--- src/rtl/fir_cfg_ctrl.sv ---
// fir_cfg_ctrl: AXI-Lite config/control front end, tap BRAM arbiter and IDLE/RUN/DONE sequencer for the FIR engine
module fir_cfg_ctrl #(
  parameter int pADDR_WIDTH = 12,
  parameter int pDATA_WIDTH = 32,
  parameter int Tape_Num    = 11
) (
  input  logic                   axis_clk,
  input  logic                   axis_rst_n,
  input  logic                   awvalid,
  output logic                   awready,
  input  logic [pADDR_WIDTH-1:0] awaddr,
  input  logic                   wvalid,
  output logic                   wready,
  input  logic [pDATA_WIDTH-1:0] wdata,
  input  logic                   arvalid,
  output logic                   arready,
  input  logic [pADDR_WIDTH-1:0] araddr,
  output logic                   rvalid,
  input  logic                   rready,
  output logic [pDATA_WIDTH-1:0] rdata,
  output logic                   ap_start,
  output logic [31:0]            data_length,
  input  logic                   eng_done,
  input  logic                   eng_tap_req,
  input  logic [3:0]             eng_tap_idx,
  output logic                   eng_tap_vld,
  output logic [pDATA_WIDTH-1:0] eng_tap_coef,
  output logic [3:0]             tap_WE,
  output logic                   tap_EN,
  output logic [pDATA_WIDTH-1:0] tap_Di,
  output logic [pADDR_WIDTH-1:0] tap_A,
  input  logic [pDATA_WIDTH-1:0] tap_Do
);
  localparam logic [1:0] S_IDLE = 2'd0;
  localparam logic [1:0] S_RUN  = 2'd1;
  localparam logic [1:0] S_DONE = 2'd2;
  localparam logic [pADDR_WIDTH-1:0] TAP_BASE = pADDR_WIDTH'(32);
  localparam logic [pADDR_WIDTH-1:0] TAP_END  = pADDR_WIDTH'(32 + 4 * Tape_Num);
  localparam logic [pADDR_WIDTH-1:0] LEN_ADDR = pADDR_WIDTH'(16);

  logic [1:0] state;
  logic run, start_wr, clr_done, eng_go, eng_v1;
  logic wr_pend, wq, wr_issue;
  logic rd_pend, rd_busy, rq, rd_issue, rq_ff, rp_ff, rd_s1, rd_s2, rd_ff1, rd_ff2;
  logic [pADDR_WIDTH-1:0] wp_addr, wq_addr, rp_addr, rq_addr;
  logic [pDATA_WIDTH-1:0] wp_data, wq_data, rdata_q, ctrl_val, reg_val;

  function automatic logic is_tap(input logic [pADDR_WIDTH-1:0] a);
    return a >= TAP_BASE && a < TAP_END;
  endfunction

  assign run          = state == S_RUN;
  assign awready      = axis_rst_n & awvalid & wvalid & ~wr_pend;
  assign wready       = awready;
  assign arready      = axis_rst_n & arvalid & ~rd_busy;
  assign start_wr     = awready & awaddr == '0 & wdata[0] & ~run;
  assign clr_done     = arready & araddr == '0 & state == S_DONE;
  assign eng_go       = eng_tap_req & run;
  assign wq           = wr_pend | (awready & is_tap(awaddr) & ~run);
  assign wq_addr      = wr_pend ? wp_addr : awaddr;
  assign wq_data      = wr_pend ? wp_data : wdata;
  assign rq           = rd_pend | (arready & is_tap(araddr));
  assign rq_addr      = rd_pend ? rp_addr : araddr;
  assign rq_ff        = rd_pend ? rp_ff : run;
  assign wr_issue     = wq & ~eng_go;
  assign rd_issue     = rq & ~eng_go & ~wq;
  assign ctrl_val     = pDATA_WIDTH'({~run, state == S_DONE, run});
  assign reg_val      = araddr == '0 ? ctrl_val : araddr == LEN_ADDR ? pDATA_WIDTH'(data_length) : '0;
  assign rdata        = rd_s2 ? (rd_ff2 ? '1 : tap_Do) : rdata_q;
  assign eng_tap_coef = tap_Do;

  // Sequencer state, start pulse and data_length register
  always_ff @(posedge axis_clk) begin
    if (!axis_rst_n) begin
      state       <= S_IDLE;
      ap_start    <= 1'b0;
      data_length <= '0;
    end else begin
      state    <= start_wr ? S_RUN : (run & eng_done) ? S_DONE : clr_done ? S_IDLE : state;
      ap_start <= start_wr;
      if (awready & ~run & awaddr == LEN_ADDR) data_length <= 32'(wdata);
    end
  end

  // AXI-Lite pending tap ops, tap read pipeline and read data channel
  always_ff @(posedge axis_clk) begin
    if (!axis_rst_n) begin
      wr_pend <= 1'b0;
      wp_addr <= '0;
      wp_data <= '0;
      rd_pend <= 1'b0;
      rp_addr <= '0;
      rp_ff   <= 1'b0;
      rd_s1   <= 1'b0;
      rd_s2   <= 1'b0;
      rd_ff1  <= 1'b0;
      rd_ff2  <= 1'b0;
      rd_busy <= 1'b0;
      rvalid  <= 1'b0;
      rdata_q <= '0;
    end else begin
      wr_pend <= wq & ~wr_issue;
      wp_addr <= wq_addr;
      wp_data <= wq_data;
      rd_pend <= rq & ~rd_issue;
      rp_addr <= rq_addr;
      rp_ff   <= rq_ff;
      rd_s1   <= rd_issue;
      rd_ff1  <= rq_ff;
      rd_s2   <= rd_s1;
      rd_ff2  <= rd_ff1;
      rd_busy <= arready | (rd_busy & ~(rvalid & rready));
      rvalid  <= (arready & ~is_tap(araddr)) | rd_s1 | (rvalid & ~rready);
      if (arready & ~is_tap(araddr)) rdata_q <= reg_val;
      else if (rd_s2) rdata_q <= rdata;
    end
  end

  // Tap BRAM port (engine first, then AXI write, then AXI read) and engine valid pipeline
  always_ff @(posedge axis_clk) begin
    if (!axis_rst_n) begin
      tap_EN      <= 1'b0;
      tap_WE      <= 4'h0;
      tap_A       <= '0;
      tap_Di      <= '0;
      eng_v1      <= 1'b0;
      eng_tap_vld <= 1'b0;
    end else begin
      tap_EN      <= eng_go | wr_issue | rd_issue;
      tap_WE      <= wr_issue ? 4'hF : 4'h0;
      tap_A       <= eng_go ? pADDR_WIDTH'({eng_tap_idx, 2'b00}) : wr_issue ? wq_addr - TAP_BASE : rd_issue ? rq_addr - TAP_BASE : '0;
      tap_Di      <= wr_issue ? wq_data : '0;
      eng_v1      <= eng_go;
      eng_tap_vld <= eng_v1;
    end
  end
endmodule

--- config.mk ---
export PLATFORM = sky130hd
export DESIGN_NAME = fir_cfg_ctrl
export DESIGN_NICKNAME = d
export VERILOG_FILES = /design/src/rtl/fir_cfg_ctrl.sv
export SDC_FILE = /design/constraint.sdc
export NUM_CORES = 1
export LEC_CHECK = 0
export CORE_MARGIN = 1.5
export CORE_UTILIZATION = 49
export DETAILED_ROUTE_END_ITERATION = 6
export PLACE_DENSITY = 0.9
export SETUP_SLACK_MARGIN = 0.15
export SYNTH_ARGS = -nofsm -noshare
export SYNTH_HDL_FRONTEND = slang
export SYNTH_SLANG_ARGS = --single-unit
export TNS_END_PERCENT = 20
--- constraint.sdc ---
create_clock -name axis_clk -period 4.7 [get_ports axis_clk]
set_clock_uncertainty 0.1 [all_clocks]
set_input_delay 0.94 -clock axis_clk [delete_from_list [all_inputs] [get_ports axis_clk]]
set_output_delay 0.94 -clock axis_clk [all_outputs]
set_load 0.005 [all_outputs]
==> metrics.cfg, run 1 <==
[clock_network]
cts_buffers=17
htree_num_levels=4
cts_tree=built
postCtsSetupBuffers=0
clockRootBuffer=clkbuf_16
clock_latency_ns=0.42
clk_path_buf_depth=2
clk_pin_slew_ns=0.06
clock-sinks=179
cts_hold_buf=0
cts_resized=0

[yosys]
yosysSeqAreaShare_pct=49.0
yosys_warnings=0
synthTopCellsByArea=dfxtp_1 (49%), nor2b_1 (10%), mux2i_1 (7.8%), a21boi_2 (4.6%), nand2_1 (4.1%)
ys.flop_type=dfxtp_1
syn_avg_cell_area_um2=10.2
async_flop_share_pct=0
syn_area_um2=7310
synth_top_cell_by_area=dfxtp_1
synth_nets=820
yosysUniqueCellTypes=53
synth-seq-cells=179
yosys.area.top_type_share_pct=49.0
postSynthCellCount=718
synth_edf_count=0

[floorplanning]
die_w_um=125
die_h_um=125
core_area_um2=14500
num_rows=44
ios=251
die_area_um2=15700
start_util_pct=50.3

[sta]
clock.fmax_mhz=289
slew_viol_final=0
hold_violations=0
period_share_pct=73.6
rsz0062_at_grt=false
worst_pin_slew_ns=0.869
fin_tns_setup_ns=0
period_needed_ns=3.46
setup_viol=0
relSlewSlack_pct=42.0

[pwr]
p_sw_uw=701
ir_drop_v=0.000227
power_density_nw_per_um2=313
combPwrFrac_pct=7.7
leakage_uw=0.00351
power.internal_uw=2480
pwr-share-seq_pct=48.8
pwr-share-clk_pct=43.5
switching_share_pct=22.0

[detailed_routing]
antenna_left=0
first_iter_violations=286
vias=5909
dr.pass1.iters=7
drt-wirelength-per-cell_um=18.1
routed_wl_um=20100
drcViolationCount=0
viasPerCell=5.33

[critical_path]
arrival_ns=2.42
cp-start-kind=input port
critical_path_class=in -> out
crit_required_ns=3.66
cp_max_fo=4
cp-end-kind=output port

[min_path]
min_path_type=reg -> reg

[placed_design]
io_buffers=250
place_congestion=0.834
dp_hpwl_um=14000

[cells_and_area]
fin_nets=1014
final_util_pct=70.0
layout_commonest_cell=clkdlybuf4s50_1
syn_to_final_growth_pct=39.0
drive_above_1_share_pct=8.97
diodes=0
final_cell_mix=clkdlybuf4s50_1 (249), dfxtp_1 (178), nor2b_1 (120)

[run_status]
status=finished clean

[grt]
grt_pass1_wl_um=31400
grt_overflow=0
grt_usage_pct=25.6
grt_max_degree=75
antenna_found_initial=0
grt_pass1_vias=5687

[flow_run]
cap_viol_max_count=0

## synth_stat cells, types with 3 or more instances
cell and instances:
nor2_1 5, dfxtp_1 179, and3_1 3, a21oi_1 4, nand2_1 79, o22ai_1 8
o221ai_1 4, and2_1 6, clkbuf_1 26, nor3_1 8, mux2i_1 57, nand2b_1 3
buf_2 16, xnor2_1 7, o22a_1 32, inv_1 10, buf_12 3, a21boi_2 30
buf_4 39, nor2b_1 120, o21ai_0 6, o21a_1 3, a21boi_0 3, xor2_1 3
a22oi_1 29, nand3_1 4
## critical path, stage by stage
cell	delay, ns
clkdlybuf4s50_1	0.47
nand2_1	0.05
or2_1	0.29
inv_1	0.13
clkdlybuf4s50_1	0.54
## through the flow
step	power [uW]	hold WS, ns	std cells	setup WS (ns)	instance area, um^2
final	3180	0.338	1109	1.24	10200
after floorplan	1690	0.312	718	2.21	7310
after detailed placement	1830	0.328	1077	1.26	9590
after global placement	1820	0.322	1077	1.30	9590
after global routing	3280	0.366	1109	1.19	10200
after CTS	3200	0.340	1109	1.26	10200
## power by group through the flow
stage	sequential, uW	clock (uW)	combinational (uW)
floorplan	1580	0	108
global placement	1590	0	237
detailed placement	1590	0	241
CTS	1550	1410	243
global route	1550	1470	258
finish	1550	1390	244
## state kept, by name (all words and copies together) (netlist names), 2 cells and up
signal,count
state,2
wp_data,32
data_length,32
rp_addr,12
wp_addr,12
rdata_q,32
tap_A,12
tap_Di,32
## path summary, 6_finish.rpt
check               start           to  slack, ns  depth (start not counted)
setup / recovery  arvalid      arready       1.24                          5
hold / removal     eng_v1  eng_tap_vld       0.34                          1
setup reg to reg  rd_pend    tap_A[11]       2.16                          6
hold reg to reg    eng_v1  eng_tap_vld       0.34                          1
## cells by family (layout without fill, tap and decap cells)
logic type | after synthesis | after routing | synth area share (%)
buffers and inverters | 95 | 302 | 7.92
AOI/OAI and AO/OA | 131 | 131 | 15.3
muxes | 59 | 59 | 8.11
xor gates and xnor gates | 10 | 10 | 1.20
and+or+nand+nor | 242 | 242 | 18.1
adders and majority gates | 2 | 2 | 0.342
DFF | 179 | 179 | 49.0
## cell type report
type / count / area (um^2)
Multi-Input combinational cell: 444 / 3160
Clock inverter: 10 / 97.6
Timing Repair Buffer: 260 / 2570
Inverter: 10 / 37.5
Fill cell: 1054 / 4360
Clock buffer: 22 / 484
Sequential cell: 179 / 3580
Tap cell: 184 / 230
## routing by layer
metal  GRT usage [%]  routed length [um]  vias to the layer above
li1                -                   -                     2819
met1            31.0                8330                     2816
met2            44.0               10000                      234
met3            5.65                1220                       40
met4            10.4                 535                        0
met5               0                   0                        -
No activity file was read; power rests on OpenSTA's default activity.
==> inputs of run 2 (changes only) <==
- CORE_UTILIZATION: 49 -> 41
- PLACE_DENSITY: 0.9 -> 0.8
- clock period: 4.7 -> 2.9 ns (I/O delays scaled with it)
==> metrics.cfg, run 2 (synthesized netlist as in run 1, its figures left out) <==
[run_status]
status=finished clean

[clock_network]
clk_path_buf_depth=2
htree_num_levels=4
cts_buffers=17
clock_latency_ns=0.42
postCtsSetupBuffers=0
clockRootBuffer=clkbuf_16
cts_hold_buf=0
clock-sinks=179
cts_resized=0
cts_tree=built
clk_pin_slew_ns=0.06

[min_path]
min_from=eng_v1
min_path_type=reg -> reg
whs_path_depth=1
hold_path_end=eng_tap_vld

[cells_and_area]
postLayoutCellArea_um2=10400
fillerInstances=1474
final_util_pct=59.9
fin_nets=1022
final_cells=1157
regArea_um2=3590
final_cell_mix=clkdlybuf4s50_1 (249), dfxtp_1 (178), nor2b_1 (120)
layout_commonest_cell=clkdlybuf4s50_1
syn_to_final_growth_pct=42.1
multi_input_area_um2=3170
diodes=0
drive_above_1_share_pct=9.66

[placed_design]
dp_hpwl_um=14500
place_congestion=0.885
place_inst=1126
io_buffers=250
post-place-ws_ns=0.0754
place_area_um2=9760

[detailed_routing]
drcViolationCount=0
viasPerCell=5.02
first_iter_violations=285
routed_wl_um=20500
antenna_left=0
dr.pass1.iters=5
drt-wirelength-per-cell_um=17.7
vias=5805

[sta]
relSlewSlack_pct=52.9
period_share_pct=92.2
worst_pin_slew_ns=0.706
fin_tns_setup_ns=0
clock.fmax_mhz=374
setup_ws_ns=0.227
setup_viol=0
rsz0062_at_grt=false
hold_violations=0
slew_viol_final=0
period_needed_ns=2.67

[floorplanning]
die_w_um=137
die_area_um2=18700
ios=251
start_util_pct=42.1
num_rows=48
core_area_um2=17400
die_h_um=137

[grt]
grt_max_degree=83
grt_usage_pct=21.6
grt_pass1_vias=5621
antenna_found_initial=0
grt_pass1_wl_um=30600
grt_overflow=0

[critical_path]
crit_required_ns=2.22
rr_worst_depth=5
rr_endpoint=tap_A[5]
cp-end-kind=output port
critical-path-top-delay-family=buffers and inverters
cp_cell_sequence=clkdlybuf4s50_1, nand2_1, or2_1, inv_1, clkdlybuf4s50_1
ff2ff_setup_slack_ns=0.48
cp_max_fo=3
cp_common_cell=clkdlybuf4s50_1
crit_start=arvalid
path_buf_inv=3
slowest_stage=clkdlybuf4s50_1
arrival_ns=1.99
cp-start-kind=input port
critical_path_class=in -> out
cpPeakStageDelay_ns=0.52
r2r_start=wr_pend

[pwr]
leakage_uw=0.00360
ir_drop_v=0.000385
power_density_nw_per_um2=518

[flow_run]
cap_viol_max_count=0

[run 2: cell count changes in the layout (fill, tap and decap cells not counted), moves of 2 or more]
cell and delta:
bufinv_16 +3, buf_12 +4, buf_4 +3, clkinvlp_4 -2, clkbuf_8 -2
[run 2: final cells by class]
cell class                 count  share of cell area [%]
sequential                   179                    34.5
inverter                      10                   0.361
tap                          225                    2.71
clock inverter                11                    1.70
clock buffer                  20                    4.39
timing repair buffer         268                    25.9
multi-input combinational    444                    30.5
[run 2: power by group]
part           internal (uW)  switching [uW]  leakage, uW
Clock                   1490             967     0.000307
Combinational            247             159      0.00183
Sequential              2500            14.0      0.00146
[run 2: metal layers]
layer / part of all wire, % / global-route usage, % / wire length [um]
met3: 5.9 / 4.11 / 1200
met2: 49 / 36.5 / 10000
met5: 0 / 0 / 0
met1: 43 / 27.3 / 8850
met4: 2.1 / 7.86 / 433
[run 2: worst max path at each step]
stage | end | slack [ns] | depth (start not counted)
after global placement | tap_A[5] | 0.17 | 6
final | arready | 0.23 | 5
after detailed placement | tap_A[5] | 0.08 | 6
after floorplan | tap_A[11] | 0.87 | 8
after CTS | rdata[20] | 0.22 | 4
after global routing | arready | 0.20 | 5
[run 2: metrics by stage]
stage / power (uW) / hold slack [ns]
2_1_floorplan: 2740 / 0.312
3_3_place_gp: 2970 / 0.326
3_5_place_dp: 2970 / 0.320
4_1_cts: 5420 / 0.344
5_1_grt: 5560 / 0.372
6_report: 5380 / 0.340
[run 2: worst reg2reg max path, cell delays in order (launching register included)]
cell and delay, ns:
dfxtp_4 0.64, and4b_1 0.31, and4_1 0.20, a21oi_2 0.24
nand4_1 0.46, o221ai_1 0.38
==> inputs of run 3 (changes only) <==
- CAP_MARGIN: default -> 30
- CORE_ASPECT_RATIO: default -> 0.6
==> metrics.cfg, run 3 (synthesized netlist as in run 1, its figures left out) <==
[run_status]
status=finished clean

[placed_design]
io_buffers=250
place_congestion=0.810
dp_hpwl_um=15000
place_area_um2=9790

[cells_and_area]
postLayoutCellArea_um2=10400
drive_above_1_share_pct=10.1
final_cell_mix=clkdlybuf4s50_1 (249), dfxtp_1 (178), nor2b_1 (120)
syn_to_final_growth_pct=41.8
fin_nets=1024
layout_commonest_cell=clkdlybuf4s50_1
diodes=0

[critical_path]
cp_cell_sequence=clkdlybuf4s50_1, nand2_1, or2_1, inv_1, clkdlybuf4s50_1
slowest_stage=clkdlybuf4s50_1
path_depth=5
cp_max_fo=2
crit_required_ns=2.22
critical-path-top-delay-family=buffers and inverters
arrival_ns=2.00
cp-start-kind=input port
rr_worst_depth=5
critical_path_class=in -> out
cpPeakStageDelay_ns=0.54
cp-end-kind=output port
cp_common_cell=clkdlybuf4s50_1
path_buf_inv=3

[grt]
grt_pass1_wl_um=32500
grt_overflow=0
grt_pass1_vias=5971
antenna_found_initial=0
grt_usage_pct=22.7
grt_max_degree=85

[floorplanning]
core_area_um2=17300
die_w_um=175
ios=251
start_util_pct=42.2
die_h_um=106
num_rows=37
die_area_um2=18700

[pwr]
ir_drop_v=0.000316
power_density_nw_per_um2=501
leakage_uw=0.00358

[detailed_routing]
viasPerCell=5.05
routed_wl_um=21000
dr.pass1.iters=4
drt-wirelength-per-cell_um=18.0
vias=5904
first_iter_violations=358
antenna_left=0
wl_met2_um=8990
wl_met1_um=9960
drcViolationCount=0
wl_met3_um=1860
top_layer_used=met4

[clock_network]
cts_hold_buf=0
cts_resized=0
clock_latency_ns=0.42
clk_pin_slew_ns=0.07
clockRootBuffer=clkbuf_16
cts_buffers=17
clock-sinks=179
htree_num_levels=4
postCtsSetupBuffers=0
clk_path_buf_depth=2
cts_tree=built

[sta]
setup_viol=0
hold_violations=0
period_needed_ns=2.68
worst_pin_slew_ns=0.708
fin_tns_setup_ns=0
period_share_pct=92.5
slew_viol_final=0
rsz0062_at_grt=false
relSlewSlack_pct=52.8
clock.fmax_mhz=373

[min_path]
min_path_type=reg -> reg
whs_path_depth=1

[flow_run]
cap_viol_max_count=0

run 3: cell types whose count changed in the layout (fill, tap and decap cells not counted):
cell        change
nand3_1         -1
clkinv_2        +2
nand3_2         +1
bufinv_16       -2
clkinvlp_4      +2
clkinv_4        -1
buf_4           +3
inv_8           +1
buf_6           -1
inv_6           +1
clkbuf_8        -2
run 3: path summary, 6_finish.rpt:
path | startpoint | to | slack [ns]
setup / recovery | arvalid | arready | 0.22
hold / removal | eng_v1 | eng_tap_vld | 0.33
setup reg to reg | state[1] | tap_A[4] | 0.76
hold reg to reg | eng_v1 | eng_tap_vld | 0.33
run 3: per-layer routing:
layer  vias up  track usage (%)
met1      2812             31.4
met5         -                0
met2       239             34.4
met3        17             6.80
li1       2836                -
met4         0             5.68
run 3: power by group:
part           internal [uW]  switching, uW
Clock                   1280            994
Sequential              2500           14.4
Combinational            244            162
Total                   4030           1170
run 3: cell type report:
| class | instances | area (um^2) |
|---|---|---|
| inverters | 10 | 37.5 |
| multi-input cells | 444 | 3170 |
| fillers | 1483 | 6940 |
| clock buffers | 18 | 429 |
| well taps | 234 | 293 |
| repair buffers | 270 | 2700 |
| flip-flops and latches | 179 | 3590 |
| clock inverters | 14 | 153 |
run 3: metrics by stage:
stage / std cells / setup slack [ns] / util [%] / power (uW) / hold WS (ns)
3_3_place_gp: 1137 / 0.237 / 56.5 / 2970 / 0.315
3_5_place_dp: 1137 / 0.193 / 56.5 / 2970 / 0.317
6_report: 1169 / 0.218 / 59.9 / 5200 / 0.332
4_1_cts: 1169 / 0.229 / 59.9 / 5240 / 0.333
5_1_grt: 1169 / 0.179 / 59.9 / 5390 / 0.362
2_1_floorplan: 718 / 0.871 / - / 2740 / 0.312
